<file path="src/rtl/sketch_skyline_pkg.sv">
// Shared widths, sizes and FSM encoding for the skyline-outline engine.
package sketch_skyline_pkg;

  localparam int DATA_WIDTH    = 6;
  localparam int NUM_BLD       = 8;
  localparam int WORDS_PER_IMG = 3 * NUM_BLD;
  localparam int MAX_OUT       = 32;
  localparam int MAX_KP        = MAX_OUT / 2;
  localparam int WCNT_W        = $clog2(WORDS_PER_IMG);
  localparam int KCNT_W        = $clog2(MAX_KP + 1);
  localparam int KIDX_W        = $clog2(MAX_KP);

  typedef logic [DATA_WIDTH-1:0] word_t;

  typedef enum logic [1:0] {
    ST_IDLE,
    ST_LOAD,
    ST_SWEEP,
    ST_OUT
  } state_t;

  function automatic word_t max_word(input word_t a, input word_t b);
    return (a > b) ? a : b;
  endfunction

endpackage

</file>
<file path="src/rtl/sketch_max_height.sv">
// Combinational skyline height at one x: per-building coverage test feeding
// a three-level maximum tree.
module sketch_max_height
  import sketch_skyline_pkg::*;
(
  input  logic [DATA_WIDTH-1:0]              x,
  input  logic [NUM_BLD-1:0][DATA_WIDTH-1:0] bld_left,
  input  logic [NUM_BLD-1:0][DATA_WIDTH-1:0] bld_height,
  input  logic [NUM_BLD-1:0][DATA_WIDTH-1:0] bld_right,
  output logic [DATA_WIDTH-1:0]              max_h
);

  word_t cand [NUM_BLD];
  word_t lvl1 [NUM_BLD/2];
  word_t lvl2 [NUM_BLD/4];

  // Half-open span [L, R): an empty or inverted span never covers anything.
  always_comb begin
    for (int i = 0; i < NUM_BLD; i++) begin
      cand[i] = ((x >= bld_left[i]) && (x < bld_right[i])) ? bld_height[i] : '0;
    end
    for (int i = 0; i < NUM_BLD/2; i++) begin
      lvl1[i] = max_word(cand[2*i], cand[2*i+1]);
    end
    for (int i = 0; i < NUM_BLD/4; i++) begin
      lvl2[i] = max_word(lvl1[2*i], lvl1[2*i+1]);
    end
    max_h = max_word(lvl2[0], lvl2[1]);
  end

endmodule

</file>
<file path="src/rtl/sketch_skyline.sv">
// Streaming skyline engine: loads 8 buildings, sweeps x = 0..63 one per cycle
// collecting key points, then drains them as a contiguous (x, height) burst.
module sketch_skyline
  import sketch_skyline_pkg::*;
(
  input  logic                  CLK,
  input  logic                  RESET,
  input  logic                  IN_VALID,
  input  logic [DATA_WIDTH-1:0] IN_DATA,
  output logic                  OUT_VALID,
  output logic [DATA_WIDTH-1:0] OUT_DATA
);

  localparam word_t X_LAST = '1;

  state_t              state, state_nxt;
  word_t               words [WORDS_PER_IMG];
  logic [WCNT_W-1:0]   word_cnt;
  word_t               sweep_x, prev_h, cur_h;
  word_t               kp_x [MAX_KP];
  word_t               kp_h [MAX_KP];
  logic [KCNT_W-1:0]   kp_cnt;
  logic [KIDX_W-1:0]   out_idx;
  logic                out_phase;

  logic [NUM_BLD-1:0][DATA_WIDTH-1:0] bld_left, bld_height, bld_right;

  logic load_word, last_load, key_found, last_out;

  assign load_word = IN_VALID && ((state == ST_IDLE) || (state == ST_LOAD));
  assign last_load = IN_VALID && (state == ST_LOAD) &&
                     (word_cnt == WCNT_W'(WORDS_PER_IMG - 1));
  assign key_found = (state == ST_SWEEP) && (cur_h != prev_h);
  assign last_out  = out_phase && ({1'b0, out_idx} == (kp_cnt - KCNT_W'(1)));

  always_comb begin
    for (int i = 0; i < NUM_BLD; i++) begin
      bld_left[i]   = words[3*i];
      bld_height[i] = words[3*i+1];
      bld_right[i]  = words[3*i+2];
    end
  end

  sketch_max_height u_max_height (
    .x          (sweep_x),
    .bld_left   (bld_left),
    .bld_height (bld_height),
    .bld_right  (bld_right),
    .max_h      (cur_h)
  );

  always_ff @(posedge CLK or posedge RESET) begin
    if (RESET) begin
      state <= ST_IDLE;
    end else begin
      state <= state_nxt;
    end
  end

  // The final x may itself produce a key point, so it counts toward leaving SWEEP.
  always_comb begin
    state_nxt = state;
    unique case (state)
      ST_IDLE:  if (IN_VALID) state_nxt = ST_LOAD;
      ST_LOAD:  if (last_load) state_nxt = ST_SWEEP;
      ST_SWEEP: if (sweep_x == X_LAST)
                  state_nxt = ((kp_cnt != '0) || key_found) ? ST_OUT : ST_IDLE;
      ST_OUT:   if (last_out) state_nxt = ST_IDLE;
      default:  state_nxt = ST_IDLE;
    endcase
  end

  always_ff @(posedge CLK or posedge RESET) begin
    if (RESET) begin
      word_cnt <= '0;
      for (int i = 0; i < WORDS_PER_IMG; i++) words[i] <= '0;
    end else if (load_word) begin
      words[word_cnt] <= IN_DATA;
      word_cnt        <= last_load ? '0 : word_cnt + WCNT_W'(1);
    end
  end

  always_ff @(posedge CLK or posedge RESET) begin
    if (RESET) begin
      sweep_x   <= '0;
      prev_h    <= '0;
      kp_cnt    <= '0;
      out_idx   <= '0;
      out_phase <= 1'b0;
      for (int i = 0; i < MAX_KP; i++) begin
        kp_x[i] <= '0;
        kp_h[i] <= '0;
      end
    end else if (last_load) begin
      sweep_x   <= '0;
      prev_h    <= '0;
      kp_cnt    <= '0;
      out_idx   <= '0;
      out_phase <= 1'b0;
    end else if (state == ST_SWEEP) begin
      prev_h <= cur_h;
      if (sweep_x != X_LAST) sweep_x <= sweep_x + DATA_WIDTH'(1);
      if (key_found) begin
        kp_x[kp_cnt[KIDX_W-1:0]] <= sweep_x;
        kp_h[kp_cnt[KIDX_W-1:0]] <= cur_h;
        kp_cnt                   <= kp_cnt + KCNT_W'(1);
      end
    end else if (state == ST_OUT) begin
      out_phase <= ~out_phase;
      if (out_phase) out_idx <= out_idx + KIDX_W'(1);
    end
  end

  // Outputs decode straight from state so reset silences them immediately.
  always_comb begin
    OUT_VALID = (state == ST_OUT);
    OUT_DATA  = '0;
    if (OUT_VALID) OUT_DATA = out_phase ? kp_h[out_idx] : kp_x[out_idx];
  end

endmodule

</file>
<file path="config.mk">
export PLATFORM = sky130hd
export DESIGN_NAME = sketch_skyline
export DESIGN_NICKNAME = d
export VERILOG_FILES = /design/src/rtl/sketch_skyline_pkg.sv /design/src/rtl/sketch_max_height.sv /design/src/rtl/sketch_skyline.sv
export SDC_FILE = /design/constraint.sdc
export NUM_CORES = 1
export LEC_CHECK = 0
export BUFFER_PORTS_ARGS = -buffer_cell sky130_fd_sc_hd__clkbuf_2
export CORE_ASPECT_RATIO = 0.8
export CORE_UTILIZATION = 40
export DETAILED_ROUTE_END_ITERATION = 16
export GPL_TIMING_DRIVEN = 0
export PLACE_DENSITY = 0.54
export SLEW_MARGIN = 20
export SYNTH_ARGS = -nofsm -noshare
export SYNTH_HDL_FRONTEND = slang
export SYNTH_SLANG_ARGS = --single-unit
</file>
<file path="constraint.sdc">
create_clock -name CLK -period 20 [get_ports CLK]
set_clock_uncertainty 0.1 [all_clocks]
set_input_delay 4 -clock CLK [delete_from_list [all_inputs] [get_ports CLK]]
set_output_delay 4 -clock CLK [all_outputs]
set_load 0.05 [all_outputs]
</file>
==> results of run 1 <==
## cell usage in the layout (no fill, tap or decap), types with 17 or more instances in the layout
cell / n
nor2_1: 61
clkbuf_2: 17
ha_1: 137
nand2_1: 140
nand2b_1: 17
o21ai_0: 60
clkbuf_16: 42
dfrtp_1: 362
a21o_1: 20
and2_1: 17
a21oi_1: 54
inv_1: 112
mux2_1: 150
nand3_1: 36
mux4_2: 60
mux2_2: 161
clkbuf_1: 69
## through the flow
stage | utilization [%] | hold slack, ns | instance area (um2) | worst slack, ns
global route | 45.8 | 0.388 | 22900 | 8.00
finish | 45.9 | 0.379 | 22900 | 8.78
detailed placement | 42.7 | 0.369 | 21300 | 8.95
CTS | 45.8 | 0.383 | 22900 | 8.88
floorplan | - | 0.352 | 20300 | 5.77
global placement | 42.5 | 0.361 | 21200 | 1.43
## state kept, by name, indices dropped and copies added, names as in the netlist, 2 cells and up
register    cells
kp_x           96
bld_left       48
out_idx         4
word_cnt        5
state           2
sweep_x         6
kp_cnt          5
prev_h          6
kp_h           96
bld_height     48
bld_right      48
## layer usage
layer	share of wire, %	wire [um]	GRT usage [%]
met5	0	0	0
met4	1.8	880	5.12
met3	3.6	1800	2.86
met2	43	21500	29.5
met1	52	26000	31.5
## logic make-up (layout without fill, tap and decap cells)
| group | after synthesis | count (layout) | synth area share, % |
|---|---|---|---|
| adders and majority gates | 138 | 138 | 8.49 |
| other | 0 | 1 | 0 |
| buffers and inverters | 207 | 303 | 4.20 |
| xor gates and xnor gates | 22 | 22 | 0.949 |
| muxes | 386 | 386 | 24.7 |
| DFF | 365 | 365 | 45.0 |
| AOI/OAI and AO/OA | 239 | 239 | 8.11 |
| and+or+nand+nor | 355 | 355 | 8.59 |
## final cells by class
cell class | count | area share (%)
diodes | 1 | 0.0109
plain buffers | 93 | 1.88
clock buffers | 61 | 5.43
clock inverters | 17 | 1.31
inverters | 114 | 1.90
multi-input cells | 1140 | 45.1
flip-flops and latches | 365 | 40.0
well taps | 675 | 3.69
repair buffers | 18 | 0.689
## worst reg2reg max path, delay by kind of cell (launching register included)
kind | cells | cell delay [ns]
xor gates and xnor gates | 1 | 0.11
AOI/OAI and AO/OA | 18 | 4.65
and+or+nand+nor | 8 | 1.42
buffers and inverters | 6 | 2.00
DFF | 1 | 0.76
adders and majority gates | 5 | 1.65
muxes | 1 | 0.39
## worst min path at each step
stage                         from  endpoint  slack [ns]  depth (start not counted)
after floorplan           kp_h[10]  kp_h[10]        0.35                          1
after global placement    kp_h[48]  kp_h[48]        0.36                          1
after detailed placement  kp_h[78]  kp_h[78]        0.37                          1
after CTS                 kp_h[78]  kp_h[78]        0.38                          1
after global routing      kp_x[34]  kp_x[34]        0.39                          1
final                     kp_h[78]  kp_h[78]        0.38                          1
==> reports/metrics.cfg, run 1 <==
[synth]
ys.warnings.count = 0
synth.cell_area_um2 = 20300
synth_top_area_cell = dfrtp_1
synth_common_cells = dfrtp_1, mux2_2, mux2_1, nand2_1, ha_1
synthDistinctLibCells = 82
syn_inst = 1712
synth_area_leaders = dfrtp_1, mux2_2, ha_1
synth_top_area_share_pct = 45.0
syn_avg_cell_area_um2 = 11.9
synth_edf_count = 0
yosysMostFrequentCell = dfrtp_1
ys_seq_elements = 365
synthArstFlopShare_pct = 100
syn_nets = 1858
synthFlopType = dfrtp_1
yosysSeqAreaShare_pct = 45.0

[layout]
multiInputGateArea_um2 = 10300
drive_gt1_share_pct = 20.8
fillerInstances = 4600
syn_to_final_growth_pct = 12.7
nets = 1920
fin_cells = 2484
regArea_um2 = 9140

[global_routing]
grt_pass1_vias = 13700
grt_pass1_wl_mm = 80.3
grt_use_total_pct = 20.3
grt_antenna_before_repair = 0
grt-ovfl-total = 0
grt_max_degree = 108

[clock_tree]
clockBufferDepth = 3
path_clk_slew_ns = 0.06
cts_buffers = 42
clkLatencyLatePin_ns = 0.60
cts_sinks = 365
cts_resized = 0
cts_tree = done
h-tree-depth = 2
cts_root_buf = clkbuf_16
cts_hold_buf = 0
cts_setup_buffers = 0

[worst_setup_path]
cp.arrival_ns = 11.57
critical_path_class = reg -> reg
critPathMaxStageDelay_ns = 0.76
crit_slowest_cell = dfrtp_1
cp_data_required_time_ns = 20.35
cp-endpoint = kp_h[0]
crit_path_start_kind = flop
startpoint = sweep_x[0]
cp.buffers_inverters = 6
worst-path-max-fanout = 10
r2r_start = sweep_x[0]
crit_cells = 39
critPathCaptureType = flop
r2r_end = kp_h[0]
ff2ff_path_depth = 39
cpLargestDelayFamily = compound AO/OA/AOI/OAI gates
ff2ff_setup_slack_ns = 8.78

[sta]
period_needed_ns = 11.22
relSlewSlack_pct = 22.8
setup_viol = 0
fmax_ghz = 0.0891
worst_slew_pin_slew_ns = 1.16
grt_setup_unrepaired = no
finalHoldViolations = 0
drv_slew = 0
fin_setup_tns_ns = 0
fin_crit_sh_pct = 56.1

[placed_design]
place.port_buffers = 15
dp_hpwl_mm = 35.6
routabilityCongestion = 0.883
placedCellCount = 2405

[floorplanning]
die_area_um2 = 51700
fp-row-count = 73
ios = 16
die_h_um = 203
core_um2 = 49900
die_width_um = 254
start_util_pct = 40.7

[route]
drt_pass1_iterations = 6
drc_errors = 0
ant_nets = 0
vias = 13300
drt-total-wl_mm = 50.1
wire_per_inst_um = 20.2
vias_per_cell = 5.37
drt_iter0_drc = 785

[hold_path]
hold_class = reg -> reg

[run_status]
status = finished clean

[flow_run]
drv_cap = 0

Power of run 1 is not shown: default switching activity piles up to over one toggle a cycle in this logic, so the estimate is an artifact.
==> run 2: changes to the inputs <==
Settings changed: ABC_AREA from default to 1, PLACE_DENSITY 0.54 to 0.56.
Clock period 20 ns to 10.3 ns, I/O delays scaled along.
==> reports/metrics.cfg, run 2 <==
[synth]
synth_area_leaders = dfrtp_1, nand2_1, ha_1
yosysSeqAreaShare_pct = 43.1  ; -1.9 points
ys_seq_elements = 365  ; unchanged
synth_common_cells = nand2_1, dfrtp_1, o21ai_0, inv_1, nand4_1
synthArstFlopShare_pct = 100  ; unchanged
syn_inst = 2691  ; +57%
synth_top_area_share_pct = 43.1  ; -1.9 points
synthDistinctLibCells = 50  ; -39%
synth_edf_count = 0  ; unchanged
syn_nets = 2837  ; +53%
synth_top_area_cell = dfrtp_1
syn_avg_cell_area_um2 = 7.88  ; -34%
ys.warnings.count = 0  ; unchanged
yosysMostFrequentCell = nand2_1
synth.cell_area_um2 = 21200  ; +4.5%
synthFlopType = dfrtp_1

[worst_setup_path]
ff2ff_path_depth = 37  ; -5.1%
crit_slowest_cell = dfrtp_1
critical_path_class = reg -> reg
cp_data_required_time_ns = 10.73  ; -9.62 ns
r2r_start = sweep_x[1]
cp.arrival_ns = 9.52  ; -2.05 ns
critPathMaxStageDelay_ns = 1.03  ; +0.27 ns
crit_path_start_kind = flop
worst-path-max-fanout = 18  ; +8
timing.critical_path.mode_cell = nand2_1
r2r_end = kp_h[48]
ff2ff_setup_slack_ns = 1.21  ; -7.57 ns
critPathCaptureType = flop

[global_routing]
grt_antenna_before_repair = 1  ; +1
grt-ovfl-total = 0  ; unchanged
grt_pass1_vias = 18900  ; +37%
top_usage_layer = met1
grt.met3_usage_pct = 6.49  ; +3.6 points
grt_use_met2_pct = 36.8  ; +7.3 points
grt_max_degree = 33  ; -69%
met1_usage_pct = 39.7  ; +8.2 points
grt_pass1_wl_mm = 110  ; +37%
grt_use_total_pct = 26.4  ; +6.1 points

[sta]
relSlewSlack_pct = 28.4  ; +5.6 points
fin_crit_sh_pct = 88.3  ; +32 points
drv_slew = 0  ; unchanged
finalHoldViolations = 0  ; unchanged
whs_ns = 0.367  ; -0.0126 ns
fmax_ghz = 0.110  ; +23%
period_needed_ns = 9.09  ; -2.13 ns
worst_slack_ns = 1.21  ; -7.57 ns
fin_setup_tns_ns = 0  ; unchanged
setup_viol = 0  ; unchanged
grt_setup_unrepaired = no
worst_slew_pin_slew_ns = 1.07  ; -0.0843 ns

[route]
wire_per_inst_um = 20.1  ; -0.25%
drt_pass1_iterations = 6  ; unchanged
drt_iter0_drc = 1886  ; +140%
drc_errors = 0  ; unchanged
drt-total-wl_mm = 70.2  ; +40%
vias = 19600  ; +46%
vias_per_cell = 5.61  ; +4.4%
ant_nets = 0  ; unchanged

[layout]
fillerInstances = 5257  ; +14%
drive_gt1_share_pct = 7.87  ; -13 points
layout_commonest_cell = nand2_1
final_cell_mix = nand2_1, dfrtp_1, o21ai_0, inv_1, nand4_1
num_antenna_cells = 0  ; -1
syn_to_final_growth_pct = 12.0
reg_top3 = kp_h: 96 flops, kp_x: 96 flops
nets = 2909  ; +52%
fin_cells = 3487  ; +40%

[floorplanning]
fp-row-count = 75  ; +2.7%
start_util_pct = 40.5  ; -0.21 points
die_h_um = 208  ; +2.2%
core_um2 = 52400  ; +5.0%
die_area_um2 = 53900  ; +4.4%
ios = 16  ; unchanged
die_width_um = 259  ; +2.2%

[clock_tree]
h-tree-depth = 2  ; unchanged
path_clk_slew_ns = 0.06  ; about the same
clockBufferDepth = 3  ; unchanged
cts_buffers = 42  ; unchanged
cts_hold_buf = 0  ; unchanged
cts_sinks = 365  ; unchanged
cts_resized = 0  ; unchanged
cts_tree = done
clkLatencyLatePin_ns = 0.59  ; about the same
cts_setup_buffers = 0  ; unchanged
cts_root_buf = clkbuf_16

[placed_design]
dp_hpwl_mm = 50.4  ; +42%
placedCellCount = 3412  ; +42%
place.port_buffers = 15  ; unchanged
place_ws_ns = 1.29  ; -7.66 ns
routabilityCongestion = 0.918  ; +4.0%

[run_status]
status = finished clean

[hold_path]
hp-start = kp_x[57]
whs_endpoint = kp_x[57]
worst_hold_path.num_cells = 2  ; +1
hold_class = reg -> reg

[flow_run]
drv_cap = 0  ; unchanged

run 2: cell count changes after synthesis, moves of 34 or more:
| cell | before | now |
|---|---|---|
| nand2_2 | 0 | 41 |
| mux2_1 | 150 | 0 |
| mux4_2 | 60 | 0 |
| o221ai_1 | 1 | 35 |
| nand4_1 | 16 | 205 |
| o21ai_0 | 60 | 271 |
| nand3_1 | 36 | 106 |
| inv_1 | 113 | 228 |
| mux2_2 | 161 | 0 |
| clkbuf_1 | 62 | 127 |
| nand2_1 | 140 | 770 |
| nor2_1 | 61 | 162 |
run 2: layout make-up:
cell class / instances / area [um2] / area share (%)
multi-input cells: 1910 / 10300 / 43.6
flip-flops and latches: 365 / 9130 / 38.5
clock buffers: 65 / 1250 / 5.26
inverters: 235 / 891 / 3.75
well taps: 693 / 867 / 3.65
plain buffers: 181 / 838 / 3.53
repair buffers: 28 / 335 / 1.41
clock inverters: 10 / 78.8 / 0.332
run 2: worst max-delay path by stage:
stage / start / endpoint / slack [ns] / depth (start not counted)
6_report: sweep_x[1] / kp_h[48] / 1.21 / 37
5_1_grt: sweep_x[1] / kp_h[48] / 0.50 / 36
3_3_place_gp: RESET / bld_left[43] / 0.75 / 2
2_1_floorplan: RESET / bld_height[0] / 3.24 / 1
4_1_cts: sweep_x[1] / kp_h[48] / 1.27 / 37
3_5_place_dp: sweep_x[1] / kp_h[48] / 1.29 / 37
run 2: cells by family (layout without fill, tap and decap cells):
group | after synthesis | count (layout) | synth area share [%]
DFF | 365 | 365 | 43.1
AOI/OAI and AO/OA | 429 | 429 | 11.8
adders and majority gates | 137 | 137 | 8.08
buffers and inverters | 416 | 519 | 8.14
and+or+nand+nor | 1334 | 1334 | 28.5
xor gates and xnor gates | 10 | 10 | 0.413
run 2: stage by stage:
step / utilization, % / cell area [um2]
6_report: 45.3 / 23700
4_1_cts: 45.3 / 23700
3_5_place_dp: 42.8 / 22400
5_1_grt: 45.3 / 23700
3_3_place_gp: 42.3 / 22200
2_1_floorplan: - / 21200
run 2: layer usage:
layer / share of wire, % / up-vias / wire [um]
met5: 0 / - / 0
met4: 2.7 / 0 / 1920
met2: 40 / 827 / 28400
met1: 47 / 9437 / 32900
met3: 9.9 / 138 / 6970
li1: - / 9154 / -
run 2: critical path: cells and delay by family, from the launching register on:
kind	cells	cell delay, ns
AOI/OAI and AO/OA	12	2.43
and+or+nand+nor	14	2.19
buffers and inverters	7	1.93
adders and majority gates	4	1.30
DFF	1	1.03
Power of run 2 is left out for the same reason.
